<file path="src/rtl/dense_weight_loader_if.sv">
// Parameter-load bus for dense_weight_loader: the valid/ready input word stream plus
// the indexed write port toward the dense layer's weight/bias storage.
interface dense_weight_loader_if #(
  parameter int unsigned N_IN  = 16,
  parameter int unsigned N_OUT = 64,
  parameter int unsigned WIDTH = 8
);
  localparam int unsigned RowW = (N_IN > 1) ? $clog2(N_IN) : 1;
  localparam int unsigned ColW = (N_OUT > 1) ? $clog2(N_OUT) : 1;

  logic             s_valid;
  logic             s_ready;
  logic [WIDTH-1:0] s_data;
  logic             s_last;

  logic             wr_en;
  logic             wr_sel;
  logic [RowW-1:0]  wr_row;
  logic [ColW-1:0]  wr_col;
  logic [WIDTH-1:0] wr_data;

  // Host side: drives the stream, observes the writes.
  modport master (
    output s_valid, s_data, s_last,
    input  s_ready,
    input  wr_en, wr_sel, wr_row, wr_col, wr_data
  );

  // Loader side.
  modport slave (
    input  s_valid, s_data, s_last,
    output s_ready,
    output wr_en, wr_sel, wr_row, wr_col, wr_data
  );
endinterface

</file>
<file path="src/rtl/dense_weight_loader.sv">
// Runtime loader: weights (row-major) then biases from a valid/ready stream into indexed writes.
// Optional macro LOADER_CHECKSUM_EN appends a checksum word (negated modulo sum) after the biases.
module dense_weight_loader #(
  parameter int unsigned N_IN  = 16,
  parameter int unsigned N_OUT = 64,
  parameter int unsigned WIDTH = 8,
  parameter int unsigned NFRAC = 4
) (
  input  logic                 i_clk,
  input  logic                 i_reset,
  input  logic                 i_start,
  dense_weight_loader_if.slave s_if,
  output logic                 o_busy,
  output logic                 o_done,
  output logic                 o_err
);
  localparam int unsigned RowW = (N_IN > 1) ? $clog2(N_IN) : 1;
  localparam int unsigned ColW = (N_OUT > 1) ? $clog2(N_OUT) : 1;
  localparam logic [RowW-1:0] LastRow = RowW'(N_IN - 1);
  localparam logic [ColW-1:0] LastCol = ColW'(N_OUT - 1);

  if (NFRAC > WIDTH) begin : g_nfrac_check
    $error("NFRAC must not exceed WIDTH");
  end

`ifdef LOADER_CHECKSUM_EN
  typedef enum logic [2:0] {StIdle, StLoadW, StLoadB, StLoadCk, StDone, StErr} state_e;
`else
  typedef enum logic [2:0] {StIdle, StLoadW, StLoadB, StDone, StErr} state_e;
`endif

  state_e           r_state, w_state_d;
  logic [RowW-1:0]  r_row, w_row_d;
  logic [ColW-1:0]  r_col, w_col_d;
  logic             r_wr_en, w_wr_en_d;
  logic             r_wr_sel, w_wr_sel_d;
  logic [RowW-1:0]  r_wr_row, w_wr_row_d;
  logic [ColW-1:0]  r_wr_col, w_wr_col_d;
  logic [WIDTH-1:0] r_wr_data, w_wr_data_d;
  logic             r_busy, w_busy_d;
  logic             r_done, w_done_d;
  logic             r_err, w_err_d;
  logic             w_ready;
  logic             w_xfer;

`ifdef LOADER_CHECKSUM_EN
  logic [WIDTH-1:0] r_sum, w_sum_d;
  logic [WIDTH-1:0] w_ck_expect;
  assign w_ck_expect = ~r_sum + WIDTH'(1);
`endif

  assign w_xfer = s_if.s_valid && w_ready;

  always_ff @(posedge i_clk) begin
    if (i_reset) begin
      r_state <= StIdle;
    end else begin
      r_state <= w_state_d;
    end
  end

  always_comb begin
    w_state_d   = r_state;
    w_row_d     = r_row;
    w_col_d     = r_col;
    w_ready     = 1'b0;
    w_wr_en_d   = 1'b0;
    w_wr_sel_d  = r_wr_sel;
    w_wr_row_d  = r_wr_row;
    w_wr_col_d  = r_wr_col;
    w_wr_data_d = r_wr_data;
    w_busy_d    = r_busy;
    w_done_d    = 1'b0;
    w_err_d     = r_err;
`ifdef LOADER_CHECKSUM_EN
    w_sum_d     = r_sum;
`endif

    case (r_state)
      StIdle: begin
        if (i_start) begin
          w_state_d = StLoadW;
          w_row_d   = '0;
          w_col_d   = '0;
          w_err_d   = 1'b0;
          w_busy_d  = 1'b1;
`ifdef LOADER_CHECKSUM_EN
          w_sum_d   = '0;
`endif
        end
      end

      StLoadW: begin
        w_ready = 1'b1;
        if (w_xfer) begin
          w_wr_en_d   = 1'b1;
          w_wr_sel_d  = 1'b0;
          w_wr_row_d  = r_row;
          w_wr_col_d  = r_col;
          w_wr_data_d = s_if.s_data;
`ifdef LOADER_CHECKSUM_EN
          w_sum_d     = r_sum + s_if.s_data;
`endif
          if (r_col == LastCol) begin
            w_col_d = '0;
            if (r_row == LastRow) begin
              w_row_d   = '0;
              w_state_d = StLoadB;
            end else begin
              w_row_d = r_row + RowW'(1);
            end
          end else begin
            w_col_d = r_col + ColW'(1);
          end
          // Any s_last inside the weight block is early framing; the word still lands.
          if (s_if.s_last) begin
            w_state_d = StErr;
          end
        end
      end

      StLoadB: begin
        w_ready = 1'b1;
        if (w_xfer) begin
          w_wr_en_d   = 1'b1;
          w_wr_sel_d  = 1'b1;
          w_wr_row_d  = '0;
          w_wr_col_d  = r_col;
          w_wr_data_d = s_if.s_data;
`ifdef LOADER_CHECKSUM_EN
          w_sum_d     = r_sum + s_if.s_data;
`endif
          if (r_col == LastCol) begin
            w_col_d = '0;
`ifdef LOADER_CHECKSUM_EN
            w_state_d = s_if.s_last ? StErr : StLoadCk;
`else
            w_state_d = s_if.s_last ? StDone : StErr;
`endif
          end else begin
            w_col_d = r_col + ColW'(1);
            if (s_if.s_last) begin
              w_state_d = StErr;
            end
          end
        end
      end

`ifdef LOADER_CHECKSUM_EN
      StLoadCk: begin
        // Checksum word is compared, never written.
        w_ready = 1'b1;
        if (w_xfer) begin
          w_state_d = (s_if.s_last && (s_if.s_data == w_ck_expect)) ? StDone : StErr;
        end
      end
`endif

      StDone: begin
        w_done_d  = 1'b1;
        w_busy_d  = 1'b0;
        w_state_d = StIdle;
      end

      StErr: begin
        w_err_d   = 1'b1;
        w_busy_d  = 1'b0;
        w_state_d = StIdle;
      end

      default: begin
        w_state_d = StIdle;
      end
    endcase
  end

  always_ff @(posedge i_clk) begin
    if (i_reset) begin
      r_row     <= '0;
      r_col     <= '0;
      r_wr_en   <= 1'b0;
      r_wr_sel  <= 1'b0;
      r_wr_row  <= '0;
      r_wr_col  <= '0;
      r_wr_data <= '0;
      r_busy    <= 1'b0;
      r_done    <= 1'b0;
      r_err     <= 1'b0;
`ifdef LOADER_CHECKSUM_EN
      r_sum     <= '0;
`endif
    end else begin
      r_row     <= w_row_d;
      r_col     <= w_col_d;
      r_wr_en   <= w_wr_en_d;
      r_wr_sel  <= w_wr_sel_d;
      r_wr_row  <= w_wr_row_d;
      r_wr_col  <= w_wr_col_d;
      r_wr_data <= w_wr_data_d;
      r_busy    <= w_busy_d;
      r_done    <= w_done_d;
      r_err     <= w_err_d;
`ifdef LOADER_CHECKSUM_EN
      r_sum     <= w_sum_d;
`endif
    end
  end

  assign s_if.s_ready = w_ready;
  assign s_if.wr_en   = r_wr_en;
  assign s_if.wr_sel  = r_wr_sel;
  assign s_if.wr_row  = r_wr_row;
  assign s_if.wr_col  = r_wr_col;
  assign s_if.wr_data = r_wr_data;
  assign o_busy       = r_busy;
  assign o_done       = r_done;
  assign o_err        = r_err;
endmodule

</file>
<file path="src/flat_wrapper.sv">
// flat-port wrapper written by rule: the top's interface ports become plain ports
module dense_weight_loader_flat 
#(
  parameter int unsigned N_IN  = 16,
  parameter int unsigned N_OUT = 64,
  parameter int unsigned WIDTH = 8,
  parameter int unsigned NFRAC = 4
)
  (i_clk, i_reset, i_start, o_busy, o_done, o_err, s_if_s_valid, s_if_s_data, s_if_s_last, s_if_s_ready, s_if_wr_en, s_if_wr_sel, s_if_wr_row, s_if_wr_col, s_if_wr_data);
  dense_weight_loader_if #(.N_IN(N_IN), .N_OUT(N_OUT), .WIDTH(WIDTH)) s_if_i ();
  input  logic i_clk;
  input  logic i_reset;
  input  logic i_start;
  output logic o_busy;
  output logic o_done;
  output logic o_err;
  input wire logic [$bits(s_if_i.s_valid)-1:0] s_if_s_valid;
  input wire logic [$bits(s_if_i.s_data)-1:0] s_if_s_data;
  input wire logic [$bits(s_if_i.s_last)-1:0] s_if_s_last;
  output wire logic [$bits(s_if_i.s_ready)-1:0] s_if_s_ready;
  output wire logic [$bits(s_if_i.wr_en)-1:0] s_if_wr_en;
  output wire logic [$bits(s_if_i.wr_sel)-1:0] s_if_wr_sel;
  output wire logic [$bits(s_if_i.wr_row)-1:0] s_if_wr_row;
  output wire logic [$bits(s_if_i.wr_col)-1:0] s_if_wr_col;
  output wire logic [$bits(s_if_i.wr_data)-1:0] s_if_wr_data;
  assign s_if_i.s_valid = s_if_s_valid;
  assign s_if_i.s_data = s_if_s_data;
  assign s_if_i.s_last = s_if_s_last;
  assign s_if_s_ready = s_if_i.s_ready;
  assign s_if_wr_en = s_if_i.wr_en;
  assign s_if_wr_sel = s_if_i.wr_sel;
  assign s_if_wr_row = s_if_i.wr_row;
  assign s_if_wr_col = s_if_i.wr_col;
  assign s_if_wr_data = s_if_i.wr_data;
  dense_weight_loader #(.N_IN(N_IN), .N_OUT(N_OUT), .WIDTH(WIDTH), .NFRAC(NFRAC)) u_core (.i_clk(i_clk), .i_reset(i_reset), .i_start(i_start), .s_if(s_if_i), .o_busy(o_busy), .o_done(o_done), .o_err(o_err));
endmodule
</file>
<file path="config.mk">
export PLATFORM = sky130hd
export DESIGN_NAME = dense_weight_loader_flat
export DESIGN_NICKNAME = d
export VERILOG_FILES = /design/src/rtl/dense_weight_loader_if.sv /design/src/rtl/dense_weight_loader.sv /design/src/flat_wrapper.sv
export SDC_FILE = /design/constraint.sdc
export NUM_CORES = 1
export LEC_CHECK = 0
export CORE_MARGIN = 4
export CORE_UTILIZATION = 35
export CTS_CLUSTER_SIZE = 10
export DETAILED_ROUTE_END_ITERATION = 7
export MAX_ROUTING_LAYER = met4
export PLACE_DENSITY = 0.66
export SETUP_SLACK_MARGIN = 0.3
export SLEW_MARGIN = 40
export SYNTH_ARGS = -nofsm -noshare
export SYNTH_HDL_FRONTEND = slang
export SYNTH_SLANG_ARGS = --single-unit
</file>
<file path="constraint.sdc">
create_clock -name i_clk -period 1.95 [get_ports i_clk]
set_clock_uncertainty 0.2 [all_clocks]
set_input_delay 0.195 -clock i_clk [delete_from_list [all_inputs] [get_ports i_clk]]
set_output_delay 0.195 -clock i_clk [all_outputs]
set_load 0.1 [all_outputs]
</file>
==> results.sh <==
export IMPL_outcome="finished, final reports clean"
export IMPL_cp_top_family="compound AO/OA/AOI/OAI gates"
export IMPL_power_internal_mw=2.176
export IMPL_seqPwrFrac=0.241
export IMPL_synth_top_family_by_area="simple AND/OR/NAND/NOR gates"
export IMPL_ys_ff_latch=36
export IMPL_min_path_type="input pin to flip-flop"
export IMPL_synthDistinctLibCells=49
export IMPL_rsz0062_at_grt="true"
export IMPL_path_max_fanout=15
export IMPL_ant_nets=0
export IMPL_cts_tree="built"
export IMPL_met2WireLength_mm=2.246
export IMPL_synth_fa_ha_area_frac=0.01456
export IMPL_vias=1745
export IMPL_period_share=0.8830
export IMPL_cts_buffer_depth=2
export IMPL_timing_fmax_mhz=580.8
export IMPL_place_inst=312
export IMPL_maxCapViolations=0
export IMPL_tightest_slew_ns=0.4388
export IMPL_wl_met1_mm=2.130
export IMPL_synth_net_count=220
export IMPL_clkPwrFrac=0.170
export IMPL_die_width_um=78.09
export IMPL_clock_sinks=36
export IMPL_grt_pass1_wl_mm=7.445
export IMPL_synth_top_flop_cell="dfxtp_1"
export IMPL_cp_slowest_stage_delay_ns=0.41
export IMPL_arrival_ns=1.70
export IMPL_finish_utilization=0.5850
export IMPL_finalInstanceArea_mm2=0.002781
export IMPL_required_ns=1.93
export IMPL_slowest_stage="or3b_1"
export IMPL_io_pins=37
export IMPL_dpl_hpwl_mm=2.890
export IMPL_r2r_setup_slack_ns=0.23
export IMPL_final_nets=281
export IMPL_crit_chain="or3b_1, a311oi_2, a211oi_2, o211a_1"
export IMPL_r2r_end="u_core.r_state[1]$_SDFFE_PP0P_"
export IMPL_rows=25
export IMPL_power_density_mw_per_mm2=1377
export IMPL_yosysWarnings=0
export IMPL_start_util=0.3616
export IMPL_dr_pass1_iters=4
export IMPL_combinationalPowerShare=0.590
export IMPL_ys_seq_area_frac=0.4192
export IMPL_period_minus_slack_ns=1.722
export IMPL_clk_pin_slew_ns=0.07
export IMPL_netlist_area_mm2=0.001719
export IMPL_drc_errors=0
export IMPL_timing_slew_headroom=0.7071
export IMPL_setup_viol=0
export IMPL_antenna_found_initial=0
export IMPL_core_area_mm2=0.004755
export IMPL_drive_gt1_frac=0.4644
export IMPL_rr_worst_depth=4
export IMPL_switchingPower_mw=1.653
export IMPL_fp_dieH_um=78.09
export IMPL_drv_slew=0
export IMPL_start_kind="flip-flop"
export IMPL_finalPower_mw=3.829
export IMPL_routed_wl_mm=4.687
export IMPL_synthArstFlopShare=0
export IMPL_root_buffer="clkbuf_8"
export IMPL_wire_per_inst_um=14.03
export IMPL_switching_share=0.4317
export IMPL_drt_initial_drc_count=105
export IMPL_synth_mux_area_frac=0.01237
export IMPL_place_area_mm2=0.002218
export IMPL_dr_max_layer_used="met4"
export IMPL_clk_latency_ns=0.29
export IMPL_layout_cells_non_filler=334
export IMPL_first_global_vias=1636
export IMPL_diodes=0
export IMPL_peakVddDrop_v=0.001431
export IMPL_cts_made_buffers=5
export IMPL_synth_compound_area_frac=0.2089
export IMPL_htreeDepth=2
export IMPL_synthSimpleGateAreaFrac=0.2613
export IMPL_syn_avg_cell_area_um2=8.386
export IMPL_overflow=0
export IMPL_min_from="s_if_s_data[5]"
export IMPL_synth_cells=205
export IMPL_met3_length_um=242
export IMPL_areaGrowthSynthToFinish_pct=61.79
export IMPL_min_to="u_core.s_if.wr_data[5]$_SDFFE_PP0P_"
export IMPL_p_leak_nw=1.139
export IMPL_grt_total_usage=0.1542
export IMPL_io_buffers=36
export IMPL_worstSetupPathType="flip-flop to flip-flop"
export IMPL_hold_viol=0
export IMPL_critPathCaptureType="flip-flop"
export IMPL_globalplace_congestion=0.7539
export IMPL_worst_path_buf_inv=0
export IMPL_reg2reg_from="u_core.r_state[2]$_SDFFE_PP0P_"
export IMPL_avgViaCountPerCell=5.225
export IMPL_hold_depth=3
export IMPL_synth_edf_count=0
export IMPL_synthXorXnorAreaFrac=0.01456
export IMPL_finalSetupTns_ns=0
export IMPL_cts_hold_buffers=0
export IMPL_grt_start_max_net_pins=28
export IMPL_dieArea_mm2=0.006097
[how the worst max path moves through the flow]
| stage | start | end | slack, ns | cells after the start |
|---|---|---|---|---|
| 6_report | u_core.r_state[2]$_SDFFE_PP0P_ | u_core.r_state[1]$_SDFFE_PP0P_ | 0.23 | 4 |
| 5_1_grt | u_core.r_state[1]$_SDFFE_PP0P_ | u_core.r_state[1]$_SDFFE_PP0P_ | 0.17 | 6 |
| 4_1_cts | u_core.r_state[1]$_SDFFE_PP0P_ | s_if_s_ready | 0.20 | 5 |
| 3_5_place_dp | s_if_s_last | u_core.r_state[1]$_SDFFE_PP0P_ | 0.06 | 5 |
| 3_3_place_gp | s_if_s_last | u_core.r_state[1]$_SDFFE_PP0P_ | 0.07 | 5 |
| 2_1_floorplan | u_core.r_col[1]$_SDFFE_PP0P_ | u_core.r_state[1]$_SDFFE_PP0P_ | 0.22 | 6 |
[cells in the final DEF, fill, tap and decap left out, drive strengths merged, types with 4 or more instances in the layout]
master | Yosys | layout
and3 | 5 | 5
dfxtp | 36 | 36
clkdlybuf4s50 | 0 | 12
nor2 | 9 | 9
inv | 6 | 6
buf | 11 | 56
a311oi | 4 | 4
nand2 | 38 | 38
nand3 | 9 | 9
a31oi | 5 | 5
clkbuf | 5 | 8
a21oi | 29 | 29
[area by class of cell]
cell class / instances / area, um^2
fill: 419 / 1973
timing repair buffer: 70 / 681.9
tap: 67 / 83.83
clock buffer: 6 / 72.57
inverter: 6 / 22.52
clock inverter: 2 / 35.03
sequential: 36 / 738.2
multi-input combinational: 147 / 1147
[power by group through the flow]
stage	combinational [mW]	sequential (mW)	clock (mW)
4_1_cts	1.95	0.917	0.667
3_5_place_dp	1.68	0.926	0
3_3_place_gp	1.68	0.921	0
2_1_floorplan	0.863	1.28	0
5_1_grt	2.39	0.941	0.702
6_report	2.26	0.922	0.650
[routing by layer]
metal,vias up,global-route usage
met1,830,0.1954
met2,44,0.2406
met4,0,0.05245
li1,862,-
met5,-,-
met3,9,0.03899
[worst reg2reg max path, stage by stage (launching register included)]
cell and delay, ns:
dfxtp_4 0.40, or3b_1 0.41, a311oi_2 0.28, a211oi_2 0.10, o211a_1 0.22
[sequential cells by signal (all words and copies together), names as in the netlist]
name	count
u_core.r_col	6
u_core.o_busy	1
u_core.s_if.wr_col	6
u_core.r_row	4
u_core.o_err	1
u_core.o_done	1
u_core.s_if.wr_en	1
u_core.s_if.wr_data	8
u_core.r_state	3
u_core.s_if.wr_row	4
u_core.s_if.wr_sel	1
[synthesized netlist by cell type (3+ instances only)]
library cell	instances	area, um^2
a311oi_1	4	35.03
buf_2	5	25.02
a31oi_1	5	31.28
clkbuf_1	5	18.77
dfxtp_1	36	720.7
a21oi_1	29	145.1
nand2b_1	3	18.77
nor2_1	9	33.78
buf_6	3	33.78
nand3_1	9	45.04
inv_1	6	22.52
and3_1	4	25.02
or3_1	3	18.77
nand2_1	38	142.6
[timing repair]
| item | 4_1_cts | 5_1_grt |
|---|---|---|
| setup endpoints to repair | 34 | 34 |
| gates resized for setup | 24 | 50 |
| buffers inserted | 8 | 3 |
| pin swaps | 12 | 35 |
| cloned | 1 | 2 |
[logic make-up after synthesis]
logic type                 after synthesis
DFF                                     36
muxes                                    2
buffers and inverters                   22
AOI/OAI and AO/OA                       55
xor gates and xnor gates                 2
adders and majority gates                2
and+or+nand+nor                         86
[stage by stage]
stage / worst slack [ns] / hold WS (ns)
2_1_floorplan: 0.2210 / 0.1310
5_1_grt: 0.1674 / 0.2620
4_1_cts: 0.1976 / 0.2475
6_report: 0.2282 / 0.2534
3_5_place_dp: 0.05675 / 0.2473
3_3_place_gp: 0.07365 / 0.2399
Power figures use the tool's default switching activity.
